[config.mk]
export PLATFORM = sky130hd
export DESIGN_NAME = result_merge_2_to_1
export DESIGN_NICKNAME = d
export VERILOG_FILES = /design/src/rtl/result_merge_2_to_1.sv
export SDC_FILE = /design/constraint.sdc
export NUM_CORES = 1
export LEC_CHECK = 0
export CAP_MARGIN = 10
export CORE_ASPECT_RATIO = 1.4
export CORE_MARGIN = 2
export CORE_UTILIZATION = 59
export CTS_BUF_LIST = sky130_fd_sc_hd__clkbuf_16
export CTS_CLUSTER_SIZE = 20
export DETAILED_ROUTE_END_ITERATION = 6
export PLACE_DENSITY = 0.85
export SYNTH_ARGS = -nofsm -noshare
export SYNTH_HDL_FRONTEND = slang
export SYNTH_SLANG_ARGS = --single-unit
[constraint.sdc]
create_clock -name clk -period 3.3 [get_ports clk]
set_input_delay 0.825 -clock clk [delete_from_list [all_inputs] [get_ports clk]]
set_output_delay 0.825 -clock clk [all_outputs]
set_load 0.02 [all_outputs]
[src/rtl/result_merge_2_to_1.sv]
// Two-input result merger: a 2-deep FIFO per path feeding one output
// register, round-robin arbitrated, with a source tag on every word.
module result_merge_2_to_1 #(
  parameter int   DATA_WIDTH   = 32,
  parameter logic FULLY_CONVOL = 1'b0,
  parameter logic POOLING      = 1'b1
) (
  input  logic                  clk,
  input  logic                  rst_n,
  input  logic                  conv_valid,
  input  logic [DATA_WIDTH-1:0] conv_data,
  output logic                  conv_ready,
  input  logic                  pool_valid,
  input  logic [DATA_WIDTH-1:0] pool_data,
  output logic                  pool_ready,
  output logic                  out_valid,
  output logic [DATA_WIDTH-1:0] out_data,
  output logic                  out_src,
  input  logic                  out_ready
);

  // Path index 0 is the conv path, 1 is the pool path.
  logic [DATA_WIDTH-1:0] mem_q [2][2];
  logic [DATA_WIDTH-1:0] mem_d [2][2];
  logic [1:0]            cnt_q [2];
  logic [1:0]            cnt_d [2];
  logic [1:0]            rd_q, rd_d;
  logic [1:0]            wr_q, wr_d;

  logic                  out_valid_q, out_valid_d;
  logic [DATA_WIDTH-1:0] out_data_q, out_data_d;
  logic                  out_src_q, out_src_d;
  logic                  last_grant_q, last_grant_d;

  logic                  in_valid [2];
  logic [DATA_WIDTH-1:0] in_data  [2];
  logic [1:0]            push;
  logic [1:0]            pop;
  logic                  free;
  logic                  gnt_pool;
  logic                  any_ne;

  assign in_valid[0] = conv_valid;
  assign in_valid[1] = pool_valid;
  assign in_data[0]  = conv_data;
  assign in_data[1]  = pool_data;

  // Ready depends only on stored counts, never on out_ready.
  assign conv_ready = (cnt_q[0] < 2'd2);
  assign pool_ready = (cnt_q[1] < 2'd2);

  assign out_valid = out_valid_q;
  assign out_data  = out_data_q;
  assign out_src   = out_src_q;

  // Arbitration, FIFO bookkeeping and output-register next state.
  always_comb begin
    mem_d        = mem_q;
    cnt_d        = cnt_q;
    rd_d         = rd_q;
    wr_d         = wr_q;
    out_valid_d  = out_valid_q;
    out_data_d   = out_data_q;
    out_src_d    = out_src_q;
    last_grant_d = last_grant_q;

    free     = !out_valid_q || out_ready;
    any_ne   = (cnt_q[0] != 2'd0) || (cnt_q[1] != 2'd0);
    gnt_pool = (cnt_q[1] != 2'd0) &&
               ((cnt_q[0] == 2'd0) ||
                (last_grant_q == FULLY_CONVOL));

    pop[0] = free && (cnt_q[0] != 2'd0) && !gnt_pool;
    pop[1] = free && gnt_pool;

    for (int p = 0; p < 2; p++) begin
      push[p] = in_valid[p] && (cnt_q[p] < 2'd2);
      if (push[p]) begin
        mem_d[p][wr_q[p]] = in_data[p];
        wr_d[p]           = ~wr_q[p];
      end
      if (pop[p]) begin
        rd_d[p] = ~rd_q[p];
      end
      cnt_d[p] = cnt_q[p] + 2'(push[p]) - 2'(pop[p]);
    end

    if (free) begin
      if (any_ne) begin
        out_valid_d = 1'b1;
        if (gnt_pool) begin
          out_data_d   = mem_q[1][rd_q[1]];
          out_src_d    = POOLING;
          last_grant_d = POOLING;
        end else begin
          out_data_d   = mem_q[0][rd_q[0]];
          out_src_d    = FULLY_CONVOL;
          last_grant_d = FULLY_CONVOL;
        end
      end else begin
        out_valid_d = 1'b0;
      end
    end
  end

  // State registers; reset discards all buffered and in-flight words.
  always_ff @(posedge clk or negedge rst_n) begin
    if (!rst_n) begin
      for (int p = 0; p < 2; p++) begin
        mem_q[p][0] <= '0;
        mem_q[p][1] <= '0;
        cnt_q[p]    <= 2'd0;
      end
      rd_q         <= 2'b00;
      wr_q         <= 2'b00;
      out_valid_q  <= 1'b0;
      out_data_q   <= '0;
      out_src_q    <= FULLY_CONVOL;
      last_grant_q <= POOLING;
    end else begin
      mem_q        <= mem_d;
      cnt_q        <= cnt_d;
      rd_q         <= rd_d;
      wr_q         <= wr_d;
      out_valid_q  <= out_valid_d;
      out_data_q   <= out_data_d;
      out_src_q    <= out_src_d;
      last_grant_q <= last_grant_d;
    end
  end

endmodule

---- Word level (Yosys, flattened, before mapping) ----
Index checks and enable logic that the tools add are counted.
W data, S select, Z words.
storage, ports and cells
  register bits after elaboration ......... 171
  memory bits (writable) .................. 0
  ROM bits ................................ 0
  memories kept ........................... 0
  latch bits .............................. 0
  input bits .............................. 69
  logic and storage cells ................. 67
  output and inout bits ................... 36
cells by class
  bitwise operators ....................... 9
  div/mod/pow operators ................... 0
  eq/ne operators ......................... 0
  shift-type cells ........................ 0
  multipliers ............................. 0
  reduce and logical (&&, ||, !) cells .... 17
  order comparisons ....................... 8
  multiplexer cells ....................... 15
  add/sub/neg operators ................... 4
operators by type and width
  cell                  number
  $mux W32              9
  $bwmux W64            2
  $demux W32 S1         2
  $ge A2 B2 Y1 const B  4
  $logic_and A1 B1 Y1   8
  $not A1 Y2            4
  $not A1 Y1            5
  $add A2 B1 Y2         2
  $lt A2 B1 Y1 const B  2
  $lt A2 B2 Y1 const B  2
  $reduce_bool A2 Y1    2
  $sub A2 B1 Y2         2
  $logic_or A1 B1 Y1    3
  $logic_not A1 Y1      2
  $logic_not A2 Y1      1
  $mux W1               2
  $reduce_and A2 Y1     1

---- Longest topological paths before layout ----
Gate-level depths: netlist (run 1).
  depth in word-level cells ............... 6
  depth in mapped cells ................... 8
  gate-level depth less buffers ........... 7

---- Worst setup path after synthesis (run 1) ----
No wires, ideal clock.
  kind .................................... input port to flip-flop
  from .................................... input out_ready
  to ...................................... register cnt_q[3] in the netlist's numbering
  data required time ...................... 3,220 ps
  slack ................................... 1,281 ps
  arrival time ............................ 1,939 ps
  stages .................................. 8
  buffers on the path ..................... 1
  setup time .............................. 80 ps
  path through ............................ nor2b_1 > buf_2 > a211oi_2 > ha_1 > inv_1 > ha_1 > xnor2_1 > xnor2_1
RTL lines
  what                  RTL line  text
  from (decl)           19        input logic out_ready
  to (signal assigned)  122       cnt_q <= cnt_d;
  to (decl)             25        logic [1:0] cnt_q [2];

---- Worst setup path after layout (run 1) ----
  from .................................... register cnt_q[3] in the netlist's numbering
  to ...................................... output conv_ready
between the ends
  cells in the longest elaborated chain, start to end .. 1
ends and longest elaborated chain
  what          RTL line  text
  $lt A2 B2 Y1  49        assign conv_ready = (cnt_q[0] < 2'd2);
  to (decl)     12        output logic conv_ready,
Every way passes these cells.

==> out/qor.yml, run 1 <==
status: "completed"
routed_wl_um: 18180
synth-edff-count: 0
ys_ff_latch: 171
synthMuxAreaShare: 0.1885
cts-root-buf: "clkbuf_16"
async_flop_share: 1.000
leakagePower_nw: 3.792
rsz0062_at_grt: "no"
gp_congestion: 0.7959
portBuffers: 104
drc: 0
slew-limit-headroom: 0.2070
first_pass_iters: 5
synth_top_family_by_area: "multiplexers"
max_clock_freq_mhz: 397.5
fill_cells: 832
peakVddDrop_uv: 619.9
crit_path_end_kind: "primary output"
yosys.area_share.adder: 0.006543
cts_hold_buf: 0
yosys.area.top_type_share: 0.5562
antenna_found_initial: 0
finalCriticalPeriod_ns: 2.516
n_antenna_cell: 0
worstSetupStartpointType: "flop"
wire_per_inst_um: 21.88
ys_types: 30
dp_cells: 799
die_h_um: 138.7
cp_data_required_time_ns: 2.47
finalSetupViolations: 0
htree_levels: 4
slew_viol_final: 0
synthXorXnorAreaFrac: 0.009161
holdWs_ns: 0.3498
finClkSkew_ns: 0.007796
crit_slowest_cell: "clkdlybuf4s50_1"
clock_path_buffers: 2
die_w_um: 100.2
cts_tree: "yes"
worstReg2RegStart: "cnt_q[3]"
ys_top_cells_by_area: "dfrtp_1, mux2_2, nor2b_1"
drt_iter0_markers: 269
hold_violations: 0
ant_nets: 0
power_mw: 9.921
drv_cap: 0
worst_slew_pin_slew_ns: 1.190
start_util: 0.5998
synth_nets: 650
syn_inst: 577
nets: 738
ios: 105
grt_util_all_layers: 0.2741
via_per_inst: 6.383
syn_avg_cell_area_um2: 13.26
clkTransAtPathRegs_ns: 0.07
slowest_delay_ns: 0.62
grt_pass1_vias: 5657
cts_setup_buffers: 0
path_max_fanout: 7
synth.yosys.warnings: 0
numClockSinks: 171
core.rowCount: 49
drive_gt1_frac: 0.2743
power.density_nw_per_um2: 1057
crit_type: "reg -> out"
area_growth_pct: 22.71
synth-simple-area-share: 0.06658
num_vias: 5304
cts-buffers-inserted: 17
cts_resized: 0
die_area_um2: 13900
fin_tns_setup_ns: 0
worst_r2r_endpoint: "cnt_q[1]"
cp.arrival_ns: 1.69
synth-seq-area-share: 0.5596
dp_hpwl_um: 11430
synth_compound_area_frac: 0.1314
clk-insertion-delay-late_ns: 0.41
grt_first_pass_wirelength_um: 29680
yosys-top-cells-count: "dfrtp_1, mux2_2, nor2b_1"
synth_ff_type: "dfrtp_1"
hold_class: "in -> async"
synth_most_common_cell: "dfrtp_1"
layout.cells.non_filler: 831
grt_max_degree: 67
min_period_over_period: 0.7624
syn_area_um2: 7649
path_cells: "inv_1, clkdlybuf4s50_1"
core-area_um2: 12750
rrSetupSlack_ns: 0.91
synth_top_area_cell: "dfrtp_1"
grt-ovfl-total: 0
rr_worst_depth: 7
flip-flops by register name (all words and copies together), names as in the netlist:
name and cells:
cnt_q 4, last_grant_q 1, mem_q 128, out_data 32
out_src 1, out_valid 1, rd_q 2, wr_q 2
layer usage:
layer | track usage | vias up | part of all wire
met5 | 0 | - | 0
met4 | 0.1060 | 0 | 0.025
met3 | 0.05040 | 40 | 0.062
met2 | 0.4769 | 230 | 0.54
met1 | 0.3358 | 2703 | 0.37
li1 | - | 2331 | -
worst max-delay path: cells and delay by family, from the launching register on:
kind                   cells  cell delay [ns]
buffers and inverters      2             0.78
flip-flops                 1             0.49
logic make-up after synthesis:
| logic type | after synthesis |
|---|---|
| simple gates | 78 |
| xor+xnor | 8 |
| buf+inv | 55 |
| flops | 171 |
| mux | 128 |
| compound gates | 133 |
| fa+ha+maj | 4 |
layout make-up:
cell class                 instances  area [um2]  share of cell area
multi-input combinational        351        3108              0.3312
inverter                           4       15.01            0.001600
tap                              153       191.4             0.02040
clock inverter                    15       175.2             0.01866
clock buffer                      17       425.4             0.04533
sequential                       171        4283              0.4563
timing repair buffer             120        1187              0.1265
power by group:
group	switching (mW)	internal, mW	leakage, nW
clock	0.817	1.19	0.279
sequential	0.823	3.19	2.03
combinational	1.86	2.04	1.48
total	3.50	6.42	3.79
per-stage QoR:
stage / area, um2 / util / setup slack, ns
finish: 9385 / 0.7360 / 0.7842
global route: 9385 / 0.7360 / 0.7339
CTS: 9385 / 0.7360 / 0.7767
detailed placement: 8785 / 0.6889 / 0.4828
global placement: 8785 / 0.6889 / 0.5427
floorplan: 7649 / - / 1.281
layout by cell type (no fill, tap or decap):
| master | count |
|---|---|
| buf_6 | 1 |
| and2b_1 | 8 |
| mux2_2 | 125 |
| a211oi_2 | 1 |
| a221oi_1 | 32 |
| a2111oi_0 | 32 |
| xnor2_1 | 6 |
| clkdlybuf4s50_1 | 103 |
| xor2_1 | 2 |
| nor2_2 | 1 |
| nor3_2 | 1 |
| nor2b_2 | 1 |
| o31ai_1 | 32 |
| nand2b_1 | 3 |
| dfrtp_2 | 2 |
| nor2b_1 | 56 |
| dfrtp_1 | 168 |
| bufinv_16 | 3 |
| clkbuf_16 | 17 |
| buf_4 | 14 |
| a21o_1 | 2 |
| o21ai_1 | 4 |
| inv_1 | 5 |
| inv_6 | 2 |
| or2_1 | 2 |
| nand3_2 | 2 |
| ha_1 | 4 |
| clkinvlp_4 | 6 |
| nor4_4 | 1 |
| buf_12 | 2 |
| o21ai_0 | 28 |
| o21ai_4 | 1 |
| nor2_4 | 2 |
| o21a_1 | 1 |
| clkinv_4 | 1 |
| nor2_1 | 1 |
| mux2_1 | 3 |
| dfstp_2 | 1 |
| clkinv_2 | 2 |
how the worst max path moves through the flow:
stage               start         end  slack (ns)  cells past startpoint
2_1_floorplan   out_ready    cnt_q[3]        1.28                      8
3_3_place_gp   conv_valid   mem_q[89]        0.54                      3
3_5_place_dp   conv_valid   mem_q[85]        0.48                      3
4_1_cts          cnt_q[3]  conv_ready        0.78                      2
5_1_grt          cnt_q[3]  conv_ready        0.73                      2
6_report         cnt_q[3]  conv_ready        0.78                      2
Power figures use the tool's default switching activity.
==> run 2: changes to the inputs <==
Settings changed: CORE_UTILIZATION 59 to 50, PLACE_DENSITY 0.85 to 0.77.
Clock period 3.3 ns to 2.22 ns, I/O delays scaled along.
==> run 2 against run 1 <==
Net effect: clock skew increased by 0.0012 ns; clock power increased by 44%; global-route usage decreased by 4.2 points; flip-flop and latch count unchanged; sequential share of layout area decreased by 0.81 points; cell area increased by 1.8%; power increased by 50%; sequential power increased by 43%; first-iteration DRC count decreased by 17%; worst hold slack got worse by 0.28 ns; critical path type unchanged.
==> out/qor.yml, run 2 (same netlist as run 1, synthesis figures left out) <==
layout.cells.most_common_list: "dfrtp_1, mux2_2, clkdlybuf4s50_1"
die_h_um: 150.3  # +8.4%
cts-root-buf: "clkbuf_16"
cts_hold_buf: 0  # unchanged
num_vias: 5150  # -2.9%
crit_path_start: "cnt_q[3]"
routed_wl_um: 17940  # -1.4%
cp_data_required_time_ns: 1.66  # -0.81 ns
drt_iter0_markers: 223  # -17%
cp.arrival_ns: 1.61  # -0.08 ns
drive_gt1_frac: 0.2813  # +0.007005
pwr-share-seq: 0.385  # -0.019
slowest_delay_ns: 0.60  # -0.02 ns
clockPowerShare: 0.195  # -0.007
dpl_cell_area_um2: 8981  # +2.2%
combPwrFrac: 0.420  # +0.026
leakagePower_nw: 3.868  # +2.0%
clk-insertion-delay-late_ns: 0.42  # about the same
crit_type: "reg -> out"
wire_per_inst_um: 20.43  # -6.6%
cts_setup_buffers: 0  # unchanged
htree_levels: 4  # unchanged
clock_path_buffers: 2  # unchanged
start_util: 0.5104  # -0.08943
slew_viol_final: 0  # unchanged
power.density_nw_per_um2: 1553  # +47%
max_clock_freq_mhz: 460.9
drv_cap: 0  # unchanged
p_sw_mw: 5.233  # +49%
largest-register: "mem_q"
power_mw: 14.84  # +50%
cts_resized: 2  # +2
core.rowCount: 53  # +8.2%
crit_path_end_kind: "primary output"
peakVddDrop_uv: 678.5  # +9.4%
grt_max_degree: 55  # -18%
cts-buffers-inserted: 17  # unchanged
fin_tns_setup_ns: 0  # unchanged
finClkSkew_ns: 0.009027  # +0.001232 ns
grt-ovfl-total: 0  # unchanged
die_area_um2: 16320  # +17%
path_max_fanout: 7  # unchanged
ios: 105  # unchanged
rsz0062_at_grt: "no"
grt_pass1_vias: 5517  # -2.5%
worstReg2RegStart: "cnt_q[3]"
first_pass_iters: 5  # unchanged
intPower_mw: 9.607  # +50%
n_antenna_cell: 0  # unchanged
crit_slowest_cell: "clkdlybuf4s50_1"
worstSetupStartpointType: "flop"
nets: 746  # +1.1%
min_period_over_period: 0.9773
hold_violations: 0  # unchanged
ant_nets: 0  # unchanged
path_cells: "inv_1, clkdlybuf4s50_1"
die_w_um: 108.5  # +8.3%
cts_tree: "yes"
finalCriticalPeriod_ns: 2.170
grt_util_all_layers: 0.2318  # -0.04238
clkTransAtPathRegs_ns: 0.07  # about the same
via_per_inst: 5.866  # -8.1%
finalSetupViolations: 0  # unchanged
final_core_util: 0.6378  # -0.09822
largest_register_ffs: 128  # unchanged
antenna_found_initial: 0  # unchanged
grt_first_pass_wirelength_um: 28810  # -2.9%
layout_commonest_cell: "dfrtp_1"
status: "completed"
portBuffers: 104  # unchanged
dp_hpwl_um: 11550  # +1.1%
slew-limit-headroom: 0.5164  # +0.3095
worst_slew_pin_slew_ns: 0.7071  # -0.4825 ns
numClockSinks: 171  # unchanged
area_growth_pct: 24.96
gp_congestion: 0.7899  # -0.75%
final_cell_area_um2: 9558  # +1.8%
sw_frac_of_total: 0.3526  # -0.0005452
hold_class: "in -> async"
core-area_um2: 14990  # +18%
drc: 0  # unchanged
## run 2: power groups by stage
stage / Sequential, mW / Clock [mW] / Combinational [mW]
detailed placement: 5.75 / 0 / 6.26
global route: 5.91 / 3.07 / 6.74
CTS: 5.71 / 2.93 / 6.29
finish: 5.72 / 2.90 / 6.23
global placement: 5.64 / 0 / 6.01
floorplan: 5.71 / 0 / 4.03
## run 2: worst paths after layout
kind	endpoint	slack, ns	cells past startpoint
max in group asynchronous	mem_q[28]	1.46	2
min in group clk	mem_q[101]	0.48	1
worst min register to register	mem_q[101]	0.48	1
worst max register to register	out_data[6]	0.19	5
worst min-delay path	mem_q[69]	0.07	1
worst max-delay path	conv_ready	0.05	2
## run 2: area by class of cell
| class | count | area (um2) |
|---|---|---|
| Timing Repair Buffer | 128 | 1334 |
| Clock buffer | 17 | 425.4 |
| Clock inverter | 15 | 151.4 |
| Inverter | 4 | 15.01 |
| Tap cell | 192 | 240.2 |
| Sequential cell | 171 | 4284 |
| Fill cell | 1150 | 5429 |
| Multi-Input combinational cell | 351 | 3108 |
## run 2: layer usage
layer / track usage / part of all wire / up-vias
li1: - / - / 2346
met1: 0.2820 / 0.41 / 2643
met2: 0.4131 / 0.53 / 140
met3: 0.04459 / 0.041 / 21
met4: 0.07115 / 0.012 / 0
met5: 0 / 0 / -
## run 2: through the flow
stage          hold WS [ns]  worst slack, ns  cells
3_5_place_dp         0.4716          0.02456    846
3_3_place_gp         0.4597          0.05441    846
6_report            0.07081          0.05040    878
2_1_floorplan        0.2594           0.4202    577
5_1_grt             0.09714         0.006368    878
4_1_cts             0.08519          0.03159    878
## run 2: worst max-delay path: cells and delay by family, from the launching register on
| family | cells | cell delay [ns] |
|---|---|---|
| buf+inv | 2 | 0.71 |
| flops | 1 | 0.48 |
==> run 3: changes to the inputs <==
Settings changed: SETUP_SLACK_MARGIN set to 0.4.
==> run 3 against run 2 <==
Net effect: final cell count increased by 0.57%; sequential share of layout area decreased by 0.077 points; register-to-register slack improved by 0.21 ns; clock power about the same; worst hold slack about the same; utilization increased by 0.18 points; critical endpoint is now out_data[8].
==> out/qor.yml, run 3 (same netlist as run 1, synthesis figures left out) <==
nets: 751  # +0.67%
fill_cells: 1159  # +0.78%
dp_hpwl_um: 11550  # unchanged
antenna_found_initial: 0  # unchanged
path_max_fanout: 32  # +25
n_antenna_cell: 0  # unchanged
grt_max_degree: 55  # unchanged
die_h_um: 150.3  # unchanged
start_util: 0.5104  # unchanged
worst_slew_pin_slew_ns: 0.5580  # -0.1491 ns
final_cell_area_um2: 9585  # +0.29%
worstSetupStartpointType: "flop"
grt-ovfl-total: 0  # unchanged
ios: 105  # unchanged
numClockSinks: 171  # unchanged
layout_commonest_cell: "dfrtp_1"
clkTransAtPathRegs_ns: 0.07  # about the same
max_clock_freq_mhz: 550.6  # +19%
finalSetupViolations: 0  # unchanged
status: "completed"
seqCellArea_um2: 4289  # +0.12%
cts-root-buf: "clkbuf_16"
leakagePower_nw: 3.978  # +2.8%
first_pass_iters: 4  # -1
multi_input_area_um2: 3144  # +1.2%
fin_tns_setup_ns: 0  # unchanged
core-area_um2: 14990  # unchanged
rsz0062_at_grt: "yes"
num_vias: 5165  # +0.29%
die_area_um2: 16320  # unchanged
portBuffers: 104  # unchanged
routed_wl_um: 18140  # +1.1%
finalCriticalPeriod_ns: 1.816  # -0.3535 ns
htree_levels: 4  # unchanged
crit_path_end_kind: "flop"
cp.arrival_ns: 2.10  # +0.49 ns
grt_util_all_layers: 0.2322  # +0.0004613
largest-register: "mem_q"
dpl_cell_area_um2: 8981  # unchanged
grt_first_pass_wirelength_um: 28880  # +0.22%
area_growth_pct: 25.32
drv_cap: 0  # unchanged
ant_nets: 0  # unchanged
drive_gt1_frac: 0.2967  # +0.01533
gp_congestion: 0.7899  # unchanged
layout.cells.non_filler: 883  # +0.57%
wire_per_inst_um: 20.54  # +0.55%
via_per_inst: 5.849  # -0.28%
slew_viol_final: 0  # unchanged
hold_violations: 0  # unchanged
slew-limit-headroom: 0.6270  # +0.1106
clk-insertion-delay-late_ns: 0.42  # about the same
power.density_nw_per_um2: 1545  # -0.52%
drt_iter0_markers: 249  # +12%
finClkSkew_ns: 0.009899  # +0.0008720 ns
dp_cells: 846  # unchanged
cts_tree: "yes"
hold_class: "in -> async"
layout.cells.most_common_list: "dfrtp_1, mux2_2, clkdlybuf4s50_1"
drc: 0  # unchanged
cp_data_required_time_ns: 2.51  # +0.85 ns
cts-buffers-inserted: 17  # unchanged
largest_register_ffs: 128  # unchanged
peakVddDrop_uv: 624.4  # -8.0%
core.rowCount: 53  # unchanged
crit_type: "reg -> reg"
min_period_over_period: 0.8181  # -0.1592
clock_path_buffers: 2  # unchanged
grt_pass1_vias: 5520  # +0.054%
die_w_um: 108.5  # unchanged
-- run 3: power breakdown --
part	internal, mW	total, mW	switching, mW
Sequential	4.75	5.71	0.960
Clock	1.66	2.89	1.24
Combinational	3.10	6.20	3.10
-- run 3: per-layer routing --
layer	global-route usage	wire length [um]	up-vias	share of wire
met1	0.2820	7396	2632	0.41
li1	-	-	2350	-
met4	0.07115	310	0	0.017
met2	0.4147	9589	156	0.53
met5	0	0	-	0
met3	0.04459	841	27	0.046
-- run 3: worst paths after layout --
kind	from	end	slack [ns]	cells past startpoint
worst min-delay path	rst_n	mem_q[69]	0.07	1
worst max-delay path	cnt_q[3]	out_data[8]	0.40	4
worst max register to register	cnt_q[3]	out_data[8]	0.40	4
min in group clk	mem_q[35]	mem_q[35]	0.48	1
max in group asynchronous	rst_n	cnt_q[0]	1.44	2
worst min register to register	mem_q[35]	mem_q[35]	0.48	1
-- run 3: repair_timing --
item / 4_1_cts / 5_1_grt
hold endpoints to repair: 0 / 0
endpoints found under the setup margin: 46 / 13
hold buffers: 0 / 0
pin swaps: 0 / 2
resized for setup: 48 / 12
setup buffers: 0 / 5
-- run 3: critical path, cell delays in order, from the launching register on --
cell and delay (ns):
dfrtp_2 0.49, o21a_1 0.24, buf_4 0.28, a2111oi_1 0.56
o31ai_1 0.11
-- run 3: area by class of cell --
| type | count | area share |
|---|---|---|
| Inverter | 4 | 0.001566 |
| Timing Repair Buffer | 133 | 0.1377 |
| Clock inverter | 15 | 0.01579 |
| Tap cell | 192 | 0.02506 |
| Multi-Input combinational cell | 351 | 0.3280 |
| Clock buffer | 17 | 0.04438 |
| Sequential cell | 171 | 0.4475 |
-- run 3: metrics by stage --
step	hold WS, ns	worst slack [ns]	power [mW]	util
2_1_floorplan	0.2594	0.4202	9.737	-
3_3_place_gp	0.4597	0.05441	11.65	0.5993
3_5_place_dp	0.4716	0.02456	12.01	0.5993
4_1_cts	0.08517	0.3041	14.75	0.6355
5_1_grt	0.09709	0.3753	15.68	0.6396
6_report	0.07100	0.4039	14.80	0.6396
